<file path="src/rtl/int_pkg.sv">
// -----------------------------------------------------------------------------
// int_pkg
// Shared definitions for the interrupt-controller register bridge:
//   - FSM state encoding for the bridge sequencer
//   - request size encoding (32-bit / 64-bit access)
//   - slice data width and host bus data width
// -----------------------------------------------------------------------------
package int_pkg;

    typedef enum logic [1:0] {
        ST_IDLE   = 2'd0,
        ST_ACC_LO = 2'd1,
        ST_ACC_HI = 2'd2,
        ST_RESP   = 2'd3
    } state_t;

    localparam logic SIZE_32 = 1'b0;
    localparam logic SIZE_64 = 1'b1;

    localparam int SLICE_W = 32;
    localparam int BUS_W   = 64;

endpackage : int_pkg

</file>
<file path="src/rtl/int_reg_bridge_if.sv">
// -----------------------------------------------------------------------------
// int_reg_bridge_if
// Core-side request/response channel of the register bridge.
//   req_*  : valid/ready load/store request (wr, size, byte addr, store data)
//   resp_* : valid/ready response (load data, decode error)
// Modports:
//   master : the core / LSU side that issues requests and consumes responses
//   slave  : the bridge side that accepts requests and produces responses
// -----------------------------------------------------------------------------
interface int_reg_bridge_if #(
    parameter int ADDR_W = 12
) ();

    logic              req_valid;
    logic              req_ready;
    logic              req_wr;
    logic              req_size;
    logic [ADDR_W-1:0] req_addr;
    logic [63:0]       req_wdata;

    logic              resp_valid;
    logic              resp_ready;
    logic [63:0]       resp_rdata;
    logic              resp_err;

    modport master (
        output req_valid, req_wr, req_size, req_addr, req_wdata, resp_ready,
        input  req_ready, resp_valid, resp_rdata, resp_err
    );

    modport slave (
        input  req_valid, req_wr, req_size, req_addr, req_wdata, resp_ready,
        output req_ready, resp_valid, resp_rdata, resp_err
    );

endinterface : int_reg_bridge_if

</file>
<file path="src/rtl/int_reg_addr_dec.sv">
// -----------------------------------------------------------------------------
// int_reg_addr_dec
// Combinational address decoder for the register bridge.
//   size, addr : incoming request size and byte address (checked at accept)
//   err        : misaligned or out-of-range access
//   idx        : word index of the request, addr[ADDR_W-1:2]
//   sel_en     : enables the slice select (bridge is in an access cycle)
//   sel_idx    : slice index to select this cycle
//   sel        : one-hot slice select, all zero when sel_en is low
// -----------------------------------------------------------------------------
module int_reg_addr_dec
    import int_pkg::*;
#(
    parameter int NUM_REGS = 32,
    parameter int ADDR_W   = 12
) (
    input  logic                size,
    input  logic [ADDR_W-1:0]   addr,
    input  logic                sel_en,
    input  logic [ADDR_W-3:0]   sel_idx,
    output logic                err,
    output logic [ADDR_W-3:0]   idx,
    output logic [NUM_REGS-1:0] sel
);

    localparam int IDX_W  = ADDR_W - 2;
    localparam int IDX_W1 = IDX_W + 1;

    localparam logic [IDX_W1-1:0] NUM_L = IDX_W1'(NUM_REGS);

    logic              misaligned;
    logic              out_of_range;
    logic [IDX_W1-1:0] idx_ext;

    assign idx     = addr[ADDR_W-1:2];
    assign idx_ext = {1'b0, idx};

    // A 64-bit access must be 8-byte aligned and needs the next slice to exist.
    assign misaligned   = (size == SIZE_64) ? (addr[2:0] != 3'b000)
                                            : (addr[1:0] != 2'b00);
    assign out_of_range = (idx_ext >= NUM_L) ||
                          ((size == SIZE_64) && ((idx_ext + IDX_W1'(1)) >= NUM_L));
    assign err          = misaligned || out_of_range;

    always_comb begin
        sel = '0;
        for (int i = 0; i < NUM_REGS; i++) begin
            sel[i] = sel_en && (sel_idx == IDX_W'(i));
        end
    end

endmodule : int_reg_addr_dec

</file>
<file path="src/rtl/int_reg_bridge.sv">
// -----------------------------------------------------------------------------
// int_reg_bridge
// Host-side initiator for the interrupt controller register slices.
// Accepts 32/64-bit MMIO loads/stores, drives the shared slice bus one slice
// per cycle, gathers read data and returns it on a valid/ready response.
//   clk, rstn  : clock, asynchronous active-low reset
//   bus        : request/response channel (slave modport)
//   reg_en     : slice access strobe (ACC_LO / ACC_HI only)
//   reg_wr     : slice write qualifier
//   reg_wdata  : slice write data, [31:0] meaningful, [63:32] always 0
//   reg_sel    : one-hot slice select
//   reg_rdata  : concatenated slice outputs, slice i at [32*i+31:32*i]
// -----------------------------------------------------------------------------
module int_reg_bridge
    import int_pkg::*;
#(
    parameter int NUM_REGS = 32,
    parameter int ADDR_W   = 12
) (
    input  logic                        clk,
    input  logic                        rstn,
    int_reg_bridge_if.slave             bus,
    output logic                        reg_en,
    output logic                        reg_wr,
    output logic [BUS_W-1:0]            reg_wdata,
    output logic [NUM_REGS-1:0]         reg_sel,
    input  logic [NUM_REGS*SLICE_W-1:0] reg_rdata
);

    localparam int IDX_W = ADDR_W - 2;

    state_t             state;
    state_t             state_nxt;

    logic               wr_q;
    logic               size_q;
    logic [IDX_W-1:0]   idx_q;
    logic [BUS_W-1:0]   wdata_q;
    logic [BUS_W-1:0]   rdata_q;
    logic               err_q;

    logic               req_fire;
    logic               dec_err;
    logic [IDX_W-1:0]   dec_idx;
    logic               sel_en;
    logic [IDX_W-1:0]   sel_idx;
    logic [SLICE_W-1:0] slice_rd;

    assign req_fire = bus.req_valid && bus.req_ready;

    int_reg_addr_dec #(
        .NUM_REGS (NUM_REGS),
        .ADDR_W   (ADDR_W)
    ) u_dec (
        .size     (bus.req_size),
        .addr     (bus.req_addr),
        .sel_en   (sel_en),
        .sel_idx  (sel_idx),
        .err      (dec_err),
        .idx      (dec_idx),
        .sel      (reg_sel)
    );

    // reg_sel is one-hot, so OR-ing the selected slices is a plain mux.
    always_comb begin
        slice_rd = '0;
        for (int i = 0; i < NUM_REGS; i++) begin
            if (reg_sel[i]) begin
                slice_rd = slice_rd | reg_rdata[i*SLICE_W +: SLICE_W];
            end
        end
    end

    // State register
    always_ff @(posedge clk or negedge rstn) begin
        if (!rstn) begin
            state <= ST_IDLE;
        end else begin
            state <= state_nxt;
        end
    end

    // Next-state logic
    always_comb begin
        state_nxt = state;
        case (state)
            ST_IDLE: begin
                if (req_fire) begin
                    state_nxt = dec_err ? ST_RESP : ST_ACC_LO;
                end
            end
            ST_ACC_LO: begin
                state_nxt = (size_q == SIZE_64) ? ST_ACC_HI : ST_RESP;
            end
            ST_ACC_HI: begin
                state_nxt = ST_RESP;
            end
            ST_RESP: begin
                if (bus.resp_ready) begin
                    state_nxt = ST_IDLE;
                end
            end
            default: begin
                state_nxt = ST_IDLE;
            end
        endcase
    end

    // Output logic. req_ready is gated by rstn so it reads 0 while reset is held.
    always_comb begin
        bus.req_ready  = 1'b0;
        bus.resp_valid = 1'b0;
        reg_en         = 1'b0;
        reg_wr         = 1'b0;
        reg_wdata      = '0;
        sel_en         = 1'b0;
        sel_idx        = idx_q;
        case (state)
            ST_IDLE: begin
                bus.req_ready = rstn;
            end
            ST_ACC_LO: begin
                reg_en    = 1'b1;
                reg_wr    = wr_q;
                reg_wdata = {32'b0, wdata_q[31:0]};
                sel_en    = 1'b1;
                sel_idx   = idx_q;
            end
            ST_ACC_HI: begin
                reg_en    = 1'b1;
                reg_wr    = wr_q;
                reg_wdata = {32'b0, wdata_q[63:32]};
                sel_en    = 1'b1;
                sel_idx   = idx_q + IDX_W'(1);
            end
            ST_RESP: begin
                bus.resp_valid = 1'b1;
            end
            default: begin
                bus.req_ready = 1'b0;
            end
        endcase
    end

    // Request latches and read-data capture. rdata is cleared on accept so
    // stores and errors respond with zero.
    always_ff @(posedge clk or negedge rstn) begin
        if (!rstn) begin
            wr_q    <= 1'b0;
            size_q  <= SIZE_32;
            idx_q   <= '0;
            wdata_q <= '0;
            rdata_q <= '0;
            err_q   <= 1'b0;
        end else begin
            if (state == ST_IDLE && req_fire) begin
                wr_q    <= bus.req_wr;
                size_q  <= bus.req_size;
                idx_q   <= dec_idx;
                wdata_q <= bus.req_wdata;
                rdata_q <= '0;
                err_q   <= dec_err;
            end else if (state == ST_ACC_LO && !wr_q) begin
                rdata_q[31:0] <= slice_rd;
            end else if (state == ST_ACC_HI && !wr_q) begin
                rdata_q[63:32] <= slice_rd;
            end
        end
    end

    assign bus.resp_rdata = rdata_q;
    assign bus.resp_err   = err_q;

endmodule : int_reg_bridge

</file>
<file path="src/flat_wrapper.sv">
// flat-port wrapper written by rule: the top's interface ports become plain ports
module int_reg_bridge_flat import int_pkg::*;
#(
    parameter int NUM_REGS = 32,
    parameter int ADDR_W   = 12
)
  (clk, rstn, reg_en, reg_wr, reg_wdata, reg_sel, reg_rdata, bus_req_valid, bus_req_wr, bus_req_size, bus_req_addr, bus_req_wdata, bus_resp_ready, bus_req_ready, bus_resp_valid, bus_resp_rdata, bus_resp_err);
  int_reg_bridge_if #(.ADDR_W(ADDR_W)) bus_i ();
  input  logic clk;
  input  logic rstn;
  output logic reg_en;
  output logic reg_wr;
  output logic [BUS_W-1:0] reg_wdata;
  output logic [NUM_REGS-1:0] reg_sel;
  input  logic [NUM_REGS*SLICE_W-1:0] reg_rdata;
  input wire logic [$bits(bus_i.req_valid)-1:0] bus_req_valid;
  input wire logic [$bits(bus_i.req_wr)-1:0] bus_req_wr;
  input wire logic [$bits(bus_i.req_size)-1:0] bus_req_size;
  input wire logic [$bits(bus_i.req_addr)-1:0] bus_req_addr;
  input wire logic [$bits(bus_i.req_wdata)-1:0] bus_req_wdata;
  input wire logic [$bits(bus_i.resp_ready)-1:0] bus_resp_ready;
  output wire logic [$bits(bus_i.req_ready)-1:0] bus_req_ready;
  output wire logic [$bits(bus_i.resp_valid)-1:0] bus_resp_valid;
  output wire logic [$bits(bus_i.resp_rdata)-1:0] bus_resp_rdata;
  output wire logic [$bits(bus_i.resp_err)-1:0] bus_resp_err;
  assign bus_i.req_valid = bus_req_valid;
  assign bus_i.req_wr = bus_req_wr;
  assign bus_i.req_size = bus_req_size;
  assign bus_i.req_addr = bus_req_addr;
  assign bus_i.req_wdata = bus_req_wdata;
  assign bus_i.resp_ready = bus_resp_ready;
  assign bus_req_ready = bus_i.req_ready;
  assign bus_resp_valid = bus_i.resp_valid;
  assign bus_resp_rdata = bus_i.resp_rdata;
  assign bus_resp_err = bus_i.resp_err;
  int_reg_bridge #(.NUM_REGS(NUM_REGS), .ADDR_W(ADDR_W)) u_core (.clk(clk), .rstn(rstn), .bus(bus_i), .reg_en(reg_en), .reg_wr(reg_wr), .reg_wdata(reg_wdata), .reg_sel(reg_sel), .reg_rdata(reg_rdata));
endmodule
</file>
<file path="config.mk">
export PLATFORM = sky130hd
export DESIGN_NAME = int_reg_bridge_flat
export DESIGN_NICKNAME = d
export VERILOG_FILES = /design/src/rtl/int_pkg.sv /design/src/rtl/int_reg_bridge_if.sv /design/src/rtl/int_reg_addr_dec.sv /design/src/rtl/int_reg_bridge.sv /design/src/flat_wrapper.sv
export SDC_FILE = /design/constraint.sdc
export NUM_CORES = 1
export LEC_CHECK = 0
export ABC_AREA = 0
export CAP_MARGIN = 10
export CELL_PAD_IN_SITES_DETAIL_PLACEMENT = 1
export CELL_PAD_IN_SITES_GLOBAL_PLACEMENT = 1
export CORE_AREA = 3 3 498 500
export CTS_BUF_LIST = sky130_fd_sc_hd__clkbuf_4 sky130_fd_sc_hd__clkbuf_8 sky130_fd_sc_hd__clkbuf_16
export CTS_CLUSTER_SIZE = 24
export DETAILED_ROUTE_END_ITERATION = 10
export DIE_AREA = 0 0 501 503
export PLACE_DENSITY_LB_ADDON = 0.1
export SYNTH_ARGS = -nofsm -noshare
export SYNTH_HDL_FRONTEND = slang
export SYNTH_SLANG_ARGS = --single-unit
</file>
<file path="constraint.sdc">
create_clock -name clk -period 3 [get_ports clk]
set_input_delay 0.3 -clock clk [delete_from_list [all_inputs] [get_ports clk]]
set_output_delay 0.3 -clock clk [all_outputs]
set_load 0.01 [all_outputs]
</file>
==> flow_summary.ini <==
[pwr]
pwr-share-seq_pct = 11.9
p_clk_share_pct = 7.7
p_per_area_mw_per_mm2 = 724
p_comb_share_pct = 80.3
power.total_mw = 30.2
power.switching_mw = 15.5
peakVddDrop_mv = 0.475
p_int_mw = 14.7
switching_share_pct = 51.3
p_leak_nw = 15.3

[floorplan]
die_h_um = 503
core_area_mm2 = 0.243
rows = 181
dieArea_mm2 = 0.252
start_util_pct = 6.13
die_w_um = 501
ios = 1271

[detailed_routing]
ant_nets = 0
drcViolationCount = 0
wl_mm = 269
drt_first_pass_iters = 6
drt_iter0_markers = 1515
routed_via_density = 3.67
wire_per_inst_um = 39.4
vias = 25097

[cells_and_area]
utilization_pct = 17.1
area_growth_pct = 180
drive_gt1_share_pct = 34.9
nets = 4679

[timing]
rsz0062_at_grt = true
fin_ws_ns = -0.636
maxSlewViolCount = 0
slew_headroom_pct = 32.7
hold_violations = 0
max_freq_mhz = 275
finalCritPeriodShare_pct = 121
setup_viol = 99
tightest_slew_ns = 1.00
min_period_ns = 3.64
clock_skew_ns = 0.0138

[critical_path]
crit_type = reg2reg
cp-start-kind = register
worstPathMaxFanout = 5
cp-end-kind = register
worstPathArrival_ns = 4.04
cp.required_ns = 3.40
regToRegStartpoint = u_core.state[0]
cp-startpoint = u_core.state[0]

[yosys]
synth_mux_area_share_pct = 6.35
synth_seq_cells = 143
synth-warning-count = 0
yosys-top-cells-area = dfrtp_1 24%, a22oi_1 14%, a22o_1 7.9%
syn_inst = 1766
synth_compound_area_share_pct = 41.2
synth_top_family_by_area = compound AO/OA/AOI/OAI gates
yosysTopAreaCell = dfrtp_1
synthFlopType = dfrtp_1
synth_xor_area_share_pct = 0.285
yosysSeqAreaShare_pct = 24.0
avgSynthCellArea_um2 = 8.45
synth_edf_count = 0
netlist_area_mm2 = 0.0149
synth.top_cell.area_share_pct = 24.0
synthAdderAreaFrac_pct = 0.503
async_flop_share_pct = 100
ys_types = 89
synth_simple_gate_area_share_pct = 19.8

[global_routing]
grt_pass1_vias = 27107
grt_use_total_pct = 20.6
antenna_found_initial = 210
grt_max_degree = 90
gr-total-overflow = 0
grt_pass1_wl_mm = 330

[job]
cap_violations = 0

[outcome]
violations = setup timing
status = finished, violations left

[clock_tree]
root_buffer = clkbuf_16
worstSkewPairLatency_ns = 0.53
cts_buffers = 17
cts_tree = yes
clock-sinks = 143
clock_path_buffers = 2
ctsHtreeMaxLevel = 4
clkTransAtPathRegs_ns = 0.08

[place]
dp_hpwl_mm = 237
port_buffers = 1238
place.gp.congestion = 0.817

[hold_path]
holdCritPathClass = in2async
==> cell type report <==
cell class | instances | area, um^2
Fill cell | 27933 | 202000
Sequential cell | 143 | 3580
Antenna cell | 51 | 128
Timing Repair Buffer | 1980 | 20500
Clock inverter | 14 | 139
Multi-Input combinational cell | 1419 | 12900
Tap cell | 3202 | 4010
Clock buffer | 18 | 433
Inverter | 6 | 22.5
==> final timing paths <==
kind                                             end  slack [ns]  depth (start not counted)
setup / recovery           u_core.bus.resp_rdata[20]       -0.64                         15
hold / removal                     u_core.wdata_q[4]        0.19                          2
setup reg to reg           u_core.bus.resp_rdata[20]       -0.64                         15
hold reg to reg                        u_core.size_q        0.50                          1
max in group asynchronous  u_core.bus.resp_rdata[39]        1.60                          3
min in group clk                   u_core.wdata_q[4]        0.38                          2
==> layer usage <==
metal / wire length (um) / GRT usage [%] / up-vias
met4: 4810 / 2.82 / 100
met5: 663 / 0 / -
met3: 20200 / 6.47 / 366
met1: 102000 / 22.5 / 12505
li1: - / - / 10915
met2: 142000 / 39.3 / 1211
==> kinds of logic after synthesis <==
logic type / count (synthesis)
xor gates and xnor gates: 4
other: 1
AOI/OAI and AO/OA: 804
DFF: 143
buffers and inverters: 235
adders and majority gates: 6
and+or+nand+nor: 488
muxes: 85
==> registers in the layout, summed over array words and instances (netlist names) <==
| name | count |
|---|---|
| u_core.wr_q | 1 |
| u_core.bus.resp_rdata | 64 |
| u_core.bus.resp_err | 1 |
| u_core.size_q | 1 |
| u_core.state | 2 |
| u_core.idx_q | 10 |
| u_core.wdata_q | 64 |
==> power groups by stage <==
stage / clock network [mW] / logic [mW] / registers (mW)
floorplan: 0 / 7.09 / 3.58
global placement: 0 / 21.1 / 3.65
detailed placement: 0 / 21.0 / 3.65
CTS: 2.54 / 24.1 / 3.64
global route: 2.55 / 25.6 / 3.74
finish: 2.33 / 24.3 / 3.61
==> cells in the final DEF, fill, tap and decap left out, types with 12 or more instances in the layout <==
cell             count
a22oi_1            219
nor3_4              33
clkbuf_16           17
nand2_1             85
buf_4              463
diode_2             51
buf_6              138
mux2_2              76
o2bb2ai_1           13
conb_1              32
clkdlybuf4s50_1   1205
dfrtp_1            143
a211oi_1            12
nand3_2             14
a21oi_2             24
a21oi_1             43
nor4_1              21
o22a_1              20
buf_8               27
a22o_4              13
nand3_1             34
nor2_1              26
buf_12             136
a2111oi_4           18
a222oi_1            32
nor2b_1             33
o22ai_1             14
a221o_1             18
nor4_4              28
a22oi_2             65
a22o_1             120
nor4b_1             14
nand4_1             51
o21ai_0             86
nor4b_2             12
nand3_4             18
==> through the flow <==
step	area (um^2)	cells	TNS [ns]	hold slack, ns	setup WS [ns]
2_1_floorplan	15000	1797	0	0.00441	0.0476
3_3_place_gp	36000	6561	-71.73	0.198	-1.24
3_5_place_dp	36000	6561	-72.59	0.199	-1.25
4_1_cts	40600	6761	-55.62	0.123	-0.774
5_1_grt	41600	6796	-57.64	0.168	-0.752
6_report	41700	6833	-41.96	0.192	-0.636
==> synthesized netlist by cell type, types with 7 or more instances <==
master	number
and4_1	9
a32oi_1	7
nand2_1	95
nand4_1	51
buf_1	16
a221o_1	18
o21ai_0	95
a21oi_1	69
nor4_2	13
a22o_1	135
o22a_1	22
nor4_1	35
a211oi_1	18
dfrtp_1	143
buf_2	80
mux2_2	77
nand3_1	64
nor2b_1	34
buf_4	40
nor3_1	40
a221oi_1	12
o22ai_1	18
a222oi_1	32
mux2i_1	8
a22oi_1	283
nor2_1	42
a2111oi_0	20
nor3_2	12
o2bb2ai_1	15
and3_1	13
nor4b_1	28
nand2b_1	10
o2111ai_1	7
clkbuf_1	87
==> worst max-delay path, stage by stage (launching register included) <==
cell and delay [ns]:
dfrtp_1 0.40, inv_2 0.08, ha_4 0.17, and4_4 0.26
nand4_1 0.13, buf_6 0.17, buf_12 0.12, and3_4 0.19
buf_12 0.13, buf_16 0.14, nand3_4 0.09, o21ai_2 0.06
a222oi_1 0.83, bufbuf_16 0.40, and4_4 0.24, a21oi_2 0.05
==> what timing repair did <==
action                                 CTS  global route
setup endpoints to repair              130           129
gates cloned                             3             0
setup buffers                          180            39
hold buffers                             1             0
gates resized for setup                579           184
endpoints found under the hold margin   20             0
pin swaps                              161           124
Power figures use the tool's default switching activity.
